File: src/rtl/cam_capture_if.sv
// cam_capture_if: camera sampling inputs plus the frame-buffer write port
// driven by the capture stage.
//   master : the capture stage (samples the camera, drives the buffer write port)
//   slave  : the environment (drives the camera signals, observes the write port)
interface cam_capture_if #(
  parameter int AW = 15,
  parameter int DW = 12
);
  logic          init;
  logic          vsync;
  logic          href;
  logic [7:0]    px_data;
  logic [AW-1:0] mem_px_addr;
  logic [DW-1:0] mem_px_data;
  logic          px_wr;
  logic          done;
  logic          overflow;

  modport master (
    input  init, vsync, href, px_data,
    output mem_px_addr, mem_px_data, px_wr, done, overflow
  );

  modport slave (
    output init, vsync, href, px_data,
    input  mem_px_addr, mem_px_data, px_wr, done, overflow
  );
endinterface

File: src/rtl/cam_capture.sv
// cam_capture: OV7670 QQVGA RGB565 capture stage. Pairs camera bytes into
// pixels, reduces them to RGB444 and writes them into the frame buffer at
// row*IMG_W + col. Capture always begins at a vsync falling edge so a frame is
// never entered half-way through.
// Build option: define CAM_TESTPAT_EN to replace the camera pixels with eight
// vertical colour bars (addressing and strobes unchanged).
module cam_capture #(
  parameter int AW    = 15,
  parameter int DW    = 12,
  parameter int IMG_W = 160,
  parameter int IMG_H = 120
) (
  input  logic          clk,
  input  logic          rst,
  cam_capture_if.master cam
);

  // One spare bit so the counters can sit past the stored image and flag overflow.
  localparam int COL_W = $clog2(IMG_W) + 1;
  localparam int ROW_W = $clog2(IMG_H) + 1;
  localparam int BAR_W = IMG_W / 8;

  typedef enum logic [1:0] {IDLE, WAIT_FRAME, CAPTURE} state_t;

  state_t          state;
  logic            vsync_q;
  logic            href_q;
  logic            phase;
  logic [6:0]      byte1;   // only the R[4:1] and G[5:3] bits of the first byte are kept
  logic [ROW_W-1:0] row;
  logic [COL_W-1:0] col;
  logic [AW-1:0]   addr_q;
  logic [DW-1:0]   data_q;
  logic            wr_q;
  logic            done_q;
  logic            ovf_q;

  logic vsync_rise;
  logic vsync_fall;
  logic href_fall;
  logic px_in_image;

  assign vsync_rise  = cam.vsync & ~vsync_q;
  assign vsync_fall  = ~cam.vsync & vsync_q;
  assign href_fall   = ~cam.href & href_q;
  assign px_in_image = (col < COL_W'(IMG_W)) && (row < ROW_W'(IMG_H));

`ifdef CAM_TESTPAT_EN
  // Vertical colour bars indexed by column.
  function automatic logic [11:0] pixel_value(logic [COL_W-1:0] c);
    logic [2:0] idx;
    idx = 3'(int'(c) / BAR_W);
    case (idx)
      3'd0:    return 12'hFFF;
      3'd1:    return 12'hFF0;
      3'd2:    return 12'h0FF;
      3'd3:    return 12'h0F0;
      3'd4:    return 12'hF0F;
      3'd5:    return 12'hF00;
      3'd6:    return 12'h00F;
      default: return 12'h000;
    endcase
  endfunction
`else
  // RGB565 -> RGB444: keep R[4:1], G[5:2], B[4:1].
  function automatic logic [11:0] pixel_value(logic [6:0] hi, logic [7:0] lo);
    return {hi, lo[7], lo[4:1]};
  endfunction
`endif

  // Capture FSM with registered write port, done pulse and sticky overflow.
  // NOTE: reset is sampled on the clock edge (synchronous); every register here
  // uses non-blocking assignment so all next-state values come from the same
  // pre-edge snapshot.
  always_ff @(posedge clk) begin
    if (!rst) begin
      state   <= IDLE;
      vsync_q <= 1'b0;
      href_q  <= 1'b0;
      phase   <= 1'b0;
      byte1   <= '0;
      row     <= '0;
      col     <= '0;
      addr_q  <= '0;
      data_q  <= '0;
      wr_q    <= 1'b0;
      done_q  <= 1'b0;
      ovf_q   <= 1'b0;
    end else begin
      vsync_q <= cam.vsync;
      href_q  <= cam.href;
      wr_q    <= 1'b0;
      done_q  <= 1'b0;

      case (state)
        IDLE: begin
          if (cam.init) state <= WAIT_FRAME;
        end

        WAIT_FRAME: begin
          if (vsync_fall) begin
            state <= CAPTURE;
            row   <= '0;
            col   <= '0;
            phase <= 1'b0;
            ovf_q <= 1'b0;
          end
        end

        CAPTURE: begin
          if (vsync_rise) begin
            // End of frame wins over any byte on the bus this cycle.
            done_q <= 1'b1;
            phase  <= 1'b0;
            state  <= cam.init ? WAIT_FRAME : IDLE;
          end else if (cam.href) begin
            if (!phase) begin
              byte1 <= {cam.px_data[7:4], cam.px_data[2:0]};
              phase <= 1'b1;
            end else begin
              phase <= 1'b0;
              if (col != '1) col <= col + 1'b1;
              if (px_in_image) begin
                wr_q   <= 1'b1;
                addr_q <= AW'(row) * AW'(IMG_W) + AW'(col);
`ifdef CAM_TESTPAT_EN
                data_q <= DW'(pixel_value(col));
`else
                data_q <= DW'(pixel_value(byte1, cam.px_data));
`endif
              end else begin
                ovf_q <= 1'b1;
              end
            end
          end else if (href_fall) begin
            // A lone first byte at end of line is dropped with the phase reset.
            if (row != '1) row <= row + 1'b1;
            col   <= '0;
            phase <= 1'b0;
          end
        end

        default: state <= IDLE;
      endcase
    end
  end

  assign cam.mem_px_addr = addr_q;
  assign cam.mem_px_data = data_q;
  assign cam.px_wr       = wr_q;
  assign cam.done        = done_q;
  assign cam.overflow    = ovf_q;

endmodule
File: src/flat_wrapper.sv
// flat-port wrapper written by rule: the top's interface ports become plain ports
module cam_capture_flat 
#(
  parameter int AW    = 15,
  parameter int DW    = 12,
  parameter int IMG_W = 160,
  parameter int IMG_H = 120
)
  (clk, rst, cam_init, cam_vsync, cam_href, cam_px_data, cam_mem_px_addr, cam_mem_px_data, cam_px_wr, cam_done, cam_overflow);
  cam_capture_if #(.AW(AW), .DW(DW)) cam_i ();
  input  logic clk;
  input  logic rst;
  input wire logic [$bits(cam_i.init)-1:0] cam_init;
  input wire logic [$bits(cam_i.vsync)-1:0] cam_vsync;
  input wire logic [$bits(cam_i.href)-1:0] cam_href;
  input wire logic [$bits(cam_i.px_data)-1:0] cam_px_data;
  output wire logic [$bits(cam_i.mem_px_addr)-1:0] cam_mem_px_addr;
  output wire logic [$bits(cam_i.mem_px_data)-1:0] cam_mem_px_data;
  output wire logic [$bits(cam_i.px_wr)-1:0] cam_px_wr;
  output wire logic [$bits(cam_i.done)-1:0] cam_done;
  output wire logic [$bits(cam_i.overflow)-1:0] cam_overflow;
  assign cam_i.init = cam_init;
  assign cam_i.vsync = cam_vsync;
  assign cam_i.href = cam_href;
  assign cam_i.px_data = cam_px_data;
  assign cam_mem_px_addr = cam_i.mem_px_addr;
  assign cam_mem_px_data = cam_i.mem_px_data;
  assign cam_px_wr = cam_i.px_wr;
  assign cam_done = cam_i.done;
  assign cam_overflow = cam_i.overflow;
  cam_capture #(.AW(AW), .DW(DW), .IMG_W(IMG_W), .IMG_H(IMG_H)) u_core (.clk(clk), .rst(rst), .cam(cam_i));
endmodule
File: config.mk
export PLATFORM = sky130hd
export DESIGN_NAME = cam_capture_flat
export DESIGN_NICKNAME = d
export VERILOG_FILES = /design/src/rtl/cam_capture_if.sv /design/src/rtl/cam_capture.sv /design/src/flat_wrapper.sv
export SDC_FILE = /design/constraint.sdc
export NUM_CORES = 1
export LEC_CHECK = 0
export CAP_MARGIN = 20
export CORE_MARGIN = 5
export CORE_UTILIZATION = 55
export DETAILED_ROUTE_END_ITERATION = 16
export GPL_TIMING_DRIVEN = 0
export HOLD_SLACK_MARGIN = 0.05
export PLACE_DENSITY = 0.85
export SLEW_MARGIN = 10
export SYNTH_ARGS = -nofsm -noshare
export SYNTH_HDL_FRONTEND = slang
export SYNTH_SLANG_ARGS = --single-unit
export TNS_END_PERCENT = 1
File: constraint.sdc
create_clock -name clk -period 2.95 [get_ports clk]
set_clock_uncertainty 0.1 [all_clocks]
set_input_delay 0.295 -clock clk [delete_from_list [all_inputs] [get_ports clk]]
set_output_delay 0.295 -clock clk [all_outputs]
set_load 0.01 [all_outputs]
After elaboration in Yosys (flattened, before gate mapping)
Cells that the tools add are included.
Storage, ports and cells
  memories: 0
  register bits after elaboration: 59
  logic and storage cells: 89
  bits in latches: 0
  output and inout bits: 30
  RAM bits: 0
  bits in read-only memories: 0
  input port bits: 13
Cells by class
  reduce and logical (&&, ||, !) cells: 12
  mux-type cells: 31
  multipliers: 1
  bitwise logic cells: 10
  magnitude comparators: 2
  add/sub/neg operators: 3
  div/mod/pow operators: 0
  shift operators: 0
  equal/unequal tests: 18
Operators with widths (number)
  $mux W9: 6
  $mux W8: 5
  $pmux W9 S2: 1
  $reduce_and A6 Y1: 3
  $pmux W8 S2: 1
  $add A15 B9 Y15: 1
  $mux W1: 12
  $mul A8 B3 Y10 const B: 1
  $ne A2 B1 Y1 const B: 5
  $ne A2 B2 Y1 const B: 5
  $add A9 B1 Y9 const B: 1
  $lt A9 B8 Y1 const B: 1
  $ne A3 B2 Y1 const B: 3
  $ne A9 B9 Y1 const B: 1
  $add A8 B1 Y8 const B: 1
  $lt A8 B7 Y1 const B: 1
  $ne A8 B8 Y1 const B: 1
  $not A1 Y1: 7
  $mux W2: 3
  $pmux W2 S3: 1
  $reduce_and A3 Y1: 2
  $reduce_and A5 Y1: 1
  $reduce_or A5 Y1: 1
  $ne A4 B2 Y1 const B: 1
  9 further kinds: 12

Depth between registers and ports, before layout
Gate-level depths: netlist of the first run.
  word-level depth: 7
  mapped depth: 11
  depth with buffers taken out: 10

Worst setup path before layout of the first run
OpenSTA, ideal clock, no wires.
  kind: register to register
  from: register u_core.row[3]
  to: register u_core.addr_q[14] (netlist: u_core.cam.mem_px_addr[14])
  buffers on the path: 0
  stages on the path, launching flop included: 9
  arrival time: 2.418 ns
  data required time: 2.776 ns
  slack: 0.358 ns
  period minus slack after synthesis: 2.592 ns
  library setup time: 0.074 ns
  cells stage by stage: dfxtp_1 > ha_1 > ha_1 > fa_1 > a21o_2 > a21oi_1 > o311ai_0 > or3_1 > a31oi_1
On the way
  cells in the longest elaborated chain, start to end: 3
  elaborated cells between the ends (all ways): 5
  those cells by class: 1 x add/sub; 1 x mul; 1 x order compare; 2 x reduce/logical
Ends and longest elaborated chain
  start, declared: line cam_capture.sv:30  | logic [ROW_W-1:0] row;
  start signal, assigned: line cam_capture.sv:137  | if (row != '1) row <= row + 1'b1;
  branches (longest 3 deep; another with $add A15 B9 Y15)
  end signal, assigned: line cam_capture.sv:125  | addr_q <= AW'(row) * AW'(IMG_W) + AW'(col);
  end, declared: line cam_capture.sv:32  | logic [AW-1:0] addr_q;
Parallel ways; which one is timed is not known.
A chain may end at the register's enable or synchronous reset.

Final worst setup path of the first run
  from: register u_core.row[1]
  to: register u_core.addr_q[14] (netlist: u_core.cam.mem_px_addr[14])
Same word-level chain as after synthesis.

==> insert_results.sql, run 1 <==
INSERT INTO impl_metrics (metric_group, metric, value, unit) VALUES
('status', 'run_status', 'finished, final reports clean', ''),
('floorplan', 'rows', '27', ''),
('synthesis', 'netlist.top_cell.by_area', 'sky130_fd_sc_hd__dfxtp_1', ''),
('routing', 'drtAntennaViolNets', '0', ''),
('floorplan', 'initial_core_util', '56.6', '%'),
('global_route', 'global_route.usage.met2', '35.0', '%'),
('timing', 'setup_total_negative_slack', '0', 'ns'),
('timing', 'max-slew-margin-rel', '65.7', '%'),
('clock_network', 'cts_tree', 'done', ''),
('timing', 'rsz0062_at_grt', 'false', ''),
('final_layout', 'drive_gt1_share', '8.87', '%'),
('routing', 'routed-via-count', '2597', ''),
('critical_path', 'startpoint_types', 'register', ''),
('routing', 'routed_wire_length_per_instance', '14.4', 'um'),
('clock_network', 'cts_max_path_buffers', '2', ''),
('synthesis', 'synth-warning-count', '0', ''),
('global_route', 'number_of_global_route_vias_before_repair', '2660', ''),
('floorplan', 'ioPinCount', '43', ''),
('global_route', 'initial_antenna_violation_count', '0', ''),
('final_layout', 'finish.instance_area', '3850', 'um2'),
('synthesis', 'netlist_instances', '350', ''),
('clock_network', 'clock_tree.root_cell', 'sky130_fd_sc_hd__clkbuf_8', ''),
('routing', 'dr.first_iter.drc_count', '143', ''),
('synthesis', 'synthesis.area_per_instance', '8.96', 'um2'),
('placement', 'hpwl', '4.91', 'mm'),
('critical_path', 'critPathMaxFanout', '6', ''),
('final_layout', 'area_growth_syn_to_layout', '22.7', '%'),
('pwr', 'power_leakage', '0.00153', 'uW'),
('timing', 'timing.final.crit_share', '91.8', '%'),
('critical_path', 'crit_path_end', 'u_core.cam.mem_px_addr[14]', ''),
('timing', 'setup_slack', '0.242', 'ns'),
('synthesis', 'synth_top_area_share', '37.7', '%'),
('clock_network', 'insertion_delay', '0.35', 'ns'),
('timing', 'report.final.setup_viol', '0', ''),
('global_route', 'gr-total-overflow', '0', ''),
('critical_path', 'reg2reg_setup_slack', '0.24', 'ns'),
('timing', 'maximum_operating_frequency', '0.369', 'GHz'),
('critical_path', 'r2r_start', 'u_core.row[1]', ''),
('clock_network', 'clock_sinks', '59', ''),
('final_layout', 'layout.nets', '440', ''),
('synthesis', 'ys_types', '52', ''),
('routing', 'remaining_drc_errors', '0', ''),
('global_route', 'grt.busiest_layer', 'met2', ''),
('critical_path', 'reg2reg_to', 'u_core.cam.mem_px_addr[14]', ''),
('routing', 'finalWirelength', '6.89', 'mm'),
('global_route', 'grtUsageMet1', '24.3', '%'),
('final_layout', 'stdcell_count', '478', ''),
('clock_network', 'cts.htree.levels', '3', ''),
('pwr', 'powerDensity', '498', 'nW/um2'),
('floorplan', 'die-height', '85.5', 'um'),
('critical_path', 'worstPathArrival', '2.89', 'ns'),
('timing', 'hold_viol', '0', ''),
('final_layout', 'num_antenna_cells', '0', ''),
('run', 'max_cap_viol_count', '0', ''),
('synthesis', 'synth-main-ff-cell', 'sky130_fd_sc_hd__dfxtp_1', ''),
('synthesis', 'post_synth_instance_area', '3140', 'um2'),
('timing', 'drv_slew', '0', ''),
('final_layout', 'number_of_filler_cells_placed_in_the_layout', '461', ''),
('global_route', 'groute.usage.overall', '20.5', '%'),
('floorplan', 'die_w', '85.5', 'um'),
('floorplan', 'core-area', '5540', 'um2'),
('critical_path', 'setup.worst_path.start', 'u_core.row[1]', ''),
('placement', 'dp.cells', '462', ''),
('placement', 'placed_cell_area', '3630', 'um2'),
('synthesis', 'synth_edf_count', '0', ''),
('pwr', 'total_power', '1920', 'uW'),
('synthesis', 'sequential_area_share_after_synthesis', '37.7', '%'),
('floorplan', 'die_area', '7310', 'um2'),
('placement', 'buffer_ports.inserted', '40', ''),
('timing', 'period_minus_slack', '2.71', 'ns'),
('clock_network', 'cts_made_buffers', '9', '');
[routing by layer]
metal	wire length [um]	vias to the layer above
li1	-	1307
met1	3050	1227
met2	3400	50
met3	276	13
met4	164	0
met5	0	-
[layout make-up]
class / instances / area (um2) / area share (%)
tap: 72 / 90.1 / 2.34
inverter: 10 / 37.5 / 0.975
timing repair buffer: 40 / 400 / 10.4
buffer: 16 / 85.1 / 2.21
sequential: 59 / 1180 / 30.7
multi-input combinational: 265 / 1840 / 47.7
clock inverter: 6 / 90.1 / 2.34
clock buffer: 10 / 128 / 3.31
[cells in the mapped netlist, drive strengths merged, types with 10 or more instances]
library cell,n
xnor2,11
xor2,10
o21ai,14
nand4,10
nor2,15
inv,10
a21boi,26
nand2,58
dfxtp,59
ha,24
nor2b,16
[placed cells by master (no fill, tap or decap), drive strengths merged, types with 6 or more instances in the layout]
cell type,n
a21boi,26
a21o,6
a21oi,8
buf,9
clkbuf,17
clkdlybuf4s50,40
dfxtp,59
ha,24
inv,10
mux2i,9
nand2,58
nand4,10
nor2,15
nor2b,16
nor3,8
o21ai,14
xnor2,11
xor2,10
[sequential cells by signal, indices dropped and copies added, names as in the netlist]
signal / cells
u_core.byte1: 7
u_core.cam.done: 1
u_core.cam.mem_px_addr: 15
u_core.cam.mem_px_data: 12
u_core.cam.overflow: 1
u_core.cam.px_wr: 1
u_core.col: 9
u_core.href_q: 1
u_core.phase: 1
u_core.row: 8
u_core.state: 2
u_core.vsync_q: 1
[metrics by stage]
stage          utilization, %  hold slack, ns
2_1_floorplan               -           0.317
3_3_place_gp             65.5           0.346
3_5_place_dp             65.5           0.359
4_1_cts                  69.4           0.116
5_1_grt                  69.5           0.120
6_report                 69.5           0.127
[worst min-delay path by stage]
stage | start | end | cells after the start
6_report | rst | u_core.cam.mem_px_addr[14] | 3
5_1_grt | rst | u_core.cam.mem_px_addr[14] | 3
4_1_cts | rst | u_core.cam.mem_px_addr[14] | 3
3_5_place_dp | u_core.byte1[4] | u_core.cam.mem_px_data[9] | 2
3_3_place_gp | u_core.byte1[6] | u_core.cam.mem_px_data[11] | 2
2_1_floorplan | cam_vsync | u_core.vsync_q | 1
[power breakdown]
group	leakage, uW	total (uW)	switching (uW)	internal (uW)
clock network	0.000106	820	343	477
logic	0.000951	262	150	113
registers	0.000477	835	19.2	816
[critical path: stages, from the launching register on]
cell and delay [ns]:
sky130_fd_sc_hd__dfxtp_1 0.43, sky130_fd_sc_hd__ha_1 0.27, sky130_fd_sc_hd__ha_1 0.24, sky130_fd_sc_hd__fa_1 0.42, sky130_fd_sc_hd__a21o_2 0.24, sky130_fd_sc_hd__a21oi_2 0.23, sky130_fd_sc_hd__o311ai_0 0.21, sky130_fd_sc_hd__or3_1 0.35
sky130_fd_sc_hd__a31oi_1 0.16
[logic make-up after synthesis]
kind of cell,share of synthesized area (%)
AO/OA/AOI/OAI,16.7
XOR/XNOR,6.62
adder cells (fa/ha/maj),10.8
buffers and inverters,3.91
flip-flops,37.7
multiplexers,2.87
AND/OR/NAND/NOR,21.4
[timing repair]
action,4_1_cts,5_1_grt
resized for setup,0,2
hold buffers,0,0
endpoints found under the setup margin,0,2
No activity file was read; power rests on OpenSTA's default activity.
==> run 2, diff against run 1 <==
Settings changed: CORE_MARGIN 5 to 2, PLACE_DENSITY 0.85 to 0.8.
==> insert_results.sql, run 2 (synthesized netlist as in run 1, its figures left out) <==
INSERT INTO impl_metrics (metric_group, metric, value, unit) VALUES
('final_layout', 'mostFrequentLayoutCells', 'sky130_fd_sc_hd__dfxtp_1 (59), sky130_fd_sc_hd__nand2_1 (58), sky130_fd_sc_hd__clkdlybuf4s50_1 (40), sky130_fd_sc_hd__a21boi_0 (26), sky130_fd_sc_hd__ha_1 (24)', ''),
('final_layout', 'area_growth_syn_to_layout', '23.7', '%'),
('critical_path', 'startpoint_types', 'register', ''),
('global_route', 'initial_antenna_violation_count', '0', ''),
('global_route', 'number_of_global_route_vias_before_repair', '2577', ''),
('critical_path', 'worstPathArrival', '2.95', 'ns'),
('routing', 'post_drt_via_cell_ratio', '5.41', ''),
('global_route', 'grt_pass1_wl', '11.3', 'mm'),
('placement', 'dpl_worst_slack', '0.0958', 'ns'),
('final_layout', 'layout.cells.most_common', 'sky130_fd_sc_hd__dfxtp_1', ''),
('final_layout', 'num_antenna_cells', '0', ''),
('clock_network', 'number_of_buffers_added_for_setup_after_cts', '0', ''),
('hold_path', 'whs_endpoint', 'u_core.cam.mem_px_addr[3]', ''),
('clock_network', 'hold_buffers', '0', ''),
('pwr', 'total_power', '2030', 'uW'),
('pwr', 'power_leakage', '0.00155', 'uW'),
('global_route', 'gr-total-overflow', '0', ''),
('critical_path', 'critPathSlowestCell', 'sky130_fd_sc_hd__dfxtp_1', ''),
('timing', 'timing.final.crit_share', '93.8', '%'),
('routing', 'drtAntennaViolNets', '0', ''),
('clock_network', 'clock_sinks', '59', ''),
('global_route', 'pin_count_of_the_biggest_net_entering_global_routing', '12', ''),
('floorplan', 'core-area', '5510', 'um2'),
('floorplan', 'ioPinCount', '43', ''),
('routing', 'routed_wire_length_per_instance', '14.0', 'um'),
('clock_network', 'cts.htree.levels', '3', ''),
('pwr', 'ir_worst_vdd', '0.000360', 'V'),
('timing', 'period_minus_slack', '2.77', 'ns'),
('critical_path', 'reg2reg_setup_slack', '0.18', 'ns'),
('critical_path', 'worstSetupPathType', 'reg -> reg', ''),
('critical_path', 'critPathMaxFanout', '7', ''),
('critical_path', 'crit_chain', 'ha_1, ha_1, fa_1, a21o_2, a21oi_2, o311ai_0, or3_1, a31oi_1', ''),
('critical_path', 'cpPeakStageDelay', '0.46', 'ns'),
('final_layout', 'layout.nets', '440', ''),
('critical_path', 'critPathCaptureType', 'register', ''),
('clock_network', 'clock_tree.root_cell', 'sky130_fd_sc_hd__clkbuf_8', ''),
('timing', 'worst_margin_pin_slew', '0.538', 'ns'),
('hold_path', 'hp-start', 'rst', ''),
('floorplan', 'initial_core_util', '57.0', '%'),
('timing', 'setup_total_negative_slack', '0', 'ns'),
('pwr', 'powerDensity', '523', 'nW/um2'),
('routing', 'dr.first_iter.drc_count', '122', ''),
('run', 'max_cap_viol_count', '0', ''),
('timing', 'hold_viol', '0', ''),
('hold_path', 'timing.hold.worst_path_depth', '2', ''),
('placement', 'gp_congestion', '0.840', ''),
('critical_path', 'r2r_start', 'u_core.row[3]', ''),
('timing', 'setup_slack', '0.183', 'ns'),
('routing', 'finalWirelength', '6.70', 'mm'),
('routing', 'remaining_drc_errors', '0', ''),
('critical_path', 'reg2regPathDepth', '8', ''),
('timing', 'whs', '0.125', 'ns'),
('final_layout', 'number_of_filler_cells_placed_in_the_layout', '451', ''),
('timing', 'rsz0062_at_grt', 'false', ''),
('clock_network', 'cts_max_path_buffers', '2', ''),
('critical_path', 'cp.required', '3.13', 'ns'),
('critical_path', 'crit_top_cell', 'sky130_fd_sc_hd__ha_1', ''),
('routing', 'routed-via-count', '2587', ''),
('floorplan', 'die_w', '79.5', 'um'),
('clock_network', 'cts_tree', 'done', ''),
('timing', 'maximum_operating_frequency', '0.361', 'GHz'),
('timing', 'drv_slew', '0', ''),
('final_layout', 'largest_reg_flops', '15', ''),
('routing', 'drt_pass1_iterations', '4', ''),
('clock_network', 'cts_made_buffers', '9', ''),
('floorplan', 'rows', '27', ''),
('placement', 'buffer_ports.inserted', '40', ''),
('global_route', 'groute.usage.overall', '23.2', '%'),
('floorplan', 'die-height', '79.5', 'um'),
('timing', 'max-slew-margin-rel', '63.9', '%'),
('clock_network', 'cts.repair.resized', '0', ''),
('floorplan', 'die_area', '6320', 'um2'),
('timing', 'report.final.setup_viol', '0', ''),
('critical_path', 'reg2reg_to', 'u_core.cam.mem_px_addr[14]', ''),
('status', 'run_status', 'finished, final reports clean', ''),
('final_layout', 'drive_gt1_share', '8.87', '%'),
('clock_network', 'clk_transition_reported_paths', '0.07', 'ns'),
('hold_path', 'hold_path_class', 'in -> reg', ''),
('clock_network', 'insertion_delay', '0.35', 'ns'),
('placement', 'hpwl', '4.75', 'mm');
## run 2: report_power, final
| group | internal, uW | switching, uW | leakage, uW | total, uW |
|---|---|---|---|---|
| registers | 816 | 17.8 | 0.000476 | 834 |
| clock network | 585 | 341 | 0.000126 | 926 |
| logic | 114 | 155 | 0.000951 | 269 |
## run 2: worst max-delay path, delay by kind of cell, from the launching register on
| kind | cells | cell delay (ns) |
|---|---|---|
| AO/OA/AOI/OAI | 4 | 0.85 |
| adder cells (fa/ha/maj) | 3 | 0.94 |
| flip-flops | 1 | 0.46 |
| AND/OR/NAND/NOR | 1 | 0.35 |
## run 2: per-stage QoR
stage                     std cells  utilization, %  area [um2]
after CTS                       478            70.4        3880
after global routing            478            70.5        3880
after global placement          462            65.9        3630
after detailed placement        462            65.9        3630
final                           478            70.5        3880
after floorplan                 350               -        3140
## run 2: worst max path at each step
stage                  startpoint                    endpoint
finish              u_core.row[3]  u_core.cam.mem_px_addr[14]
global route        u_core.row[3]  u_core.cam.mem_px_addr[14]
CTS                 u_core.row[3]  u_core.cam.mem_px_addr[14]
detailed placement  u_core.row[3]  u_core.cam.mem_px_addr[14]
global placement    u_core.row[3]  u_core.cam.mem_px_addr[14]
floorplan           u_core.row[3]  u_core.cam.mem_px_addr[14]
## run 2: area by class of cell
cell class	count	area (um2)	area share, %
inverter	10	37.5	0.967
sequential	59	1180	30.4
buffer	16	85.1	2.19
timing repair buffer	40	400	10.3
multi-input combinational	265	1840	47.3
clock buffer	10	138	3.55
clock inverter	6	113	2.90
tap	72	90.1	2.32
## run 2: layer usage
layer  track usage [%]  vias up  share of wire, %
met1              27.1     1226                45
li1                  -     1313                 -
met4              9.31        0               1.7
met3              5.32        9               2.5
met2              40.7       39                50
met5                 0        -                 0
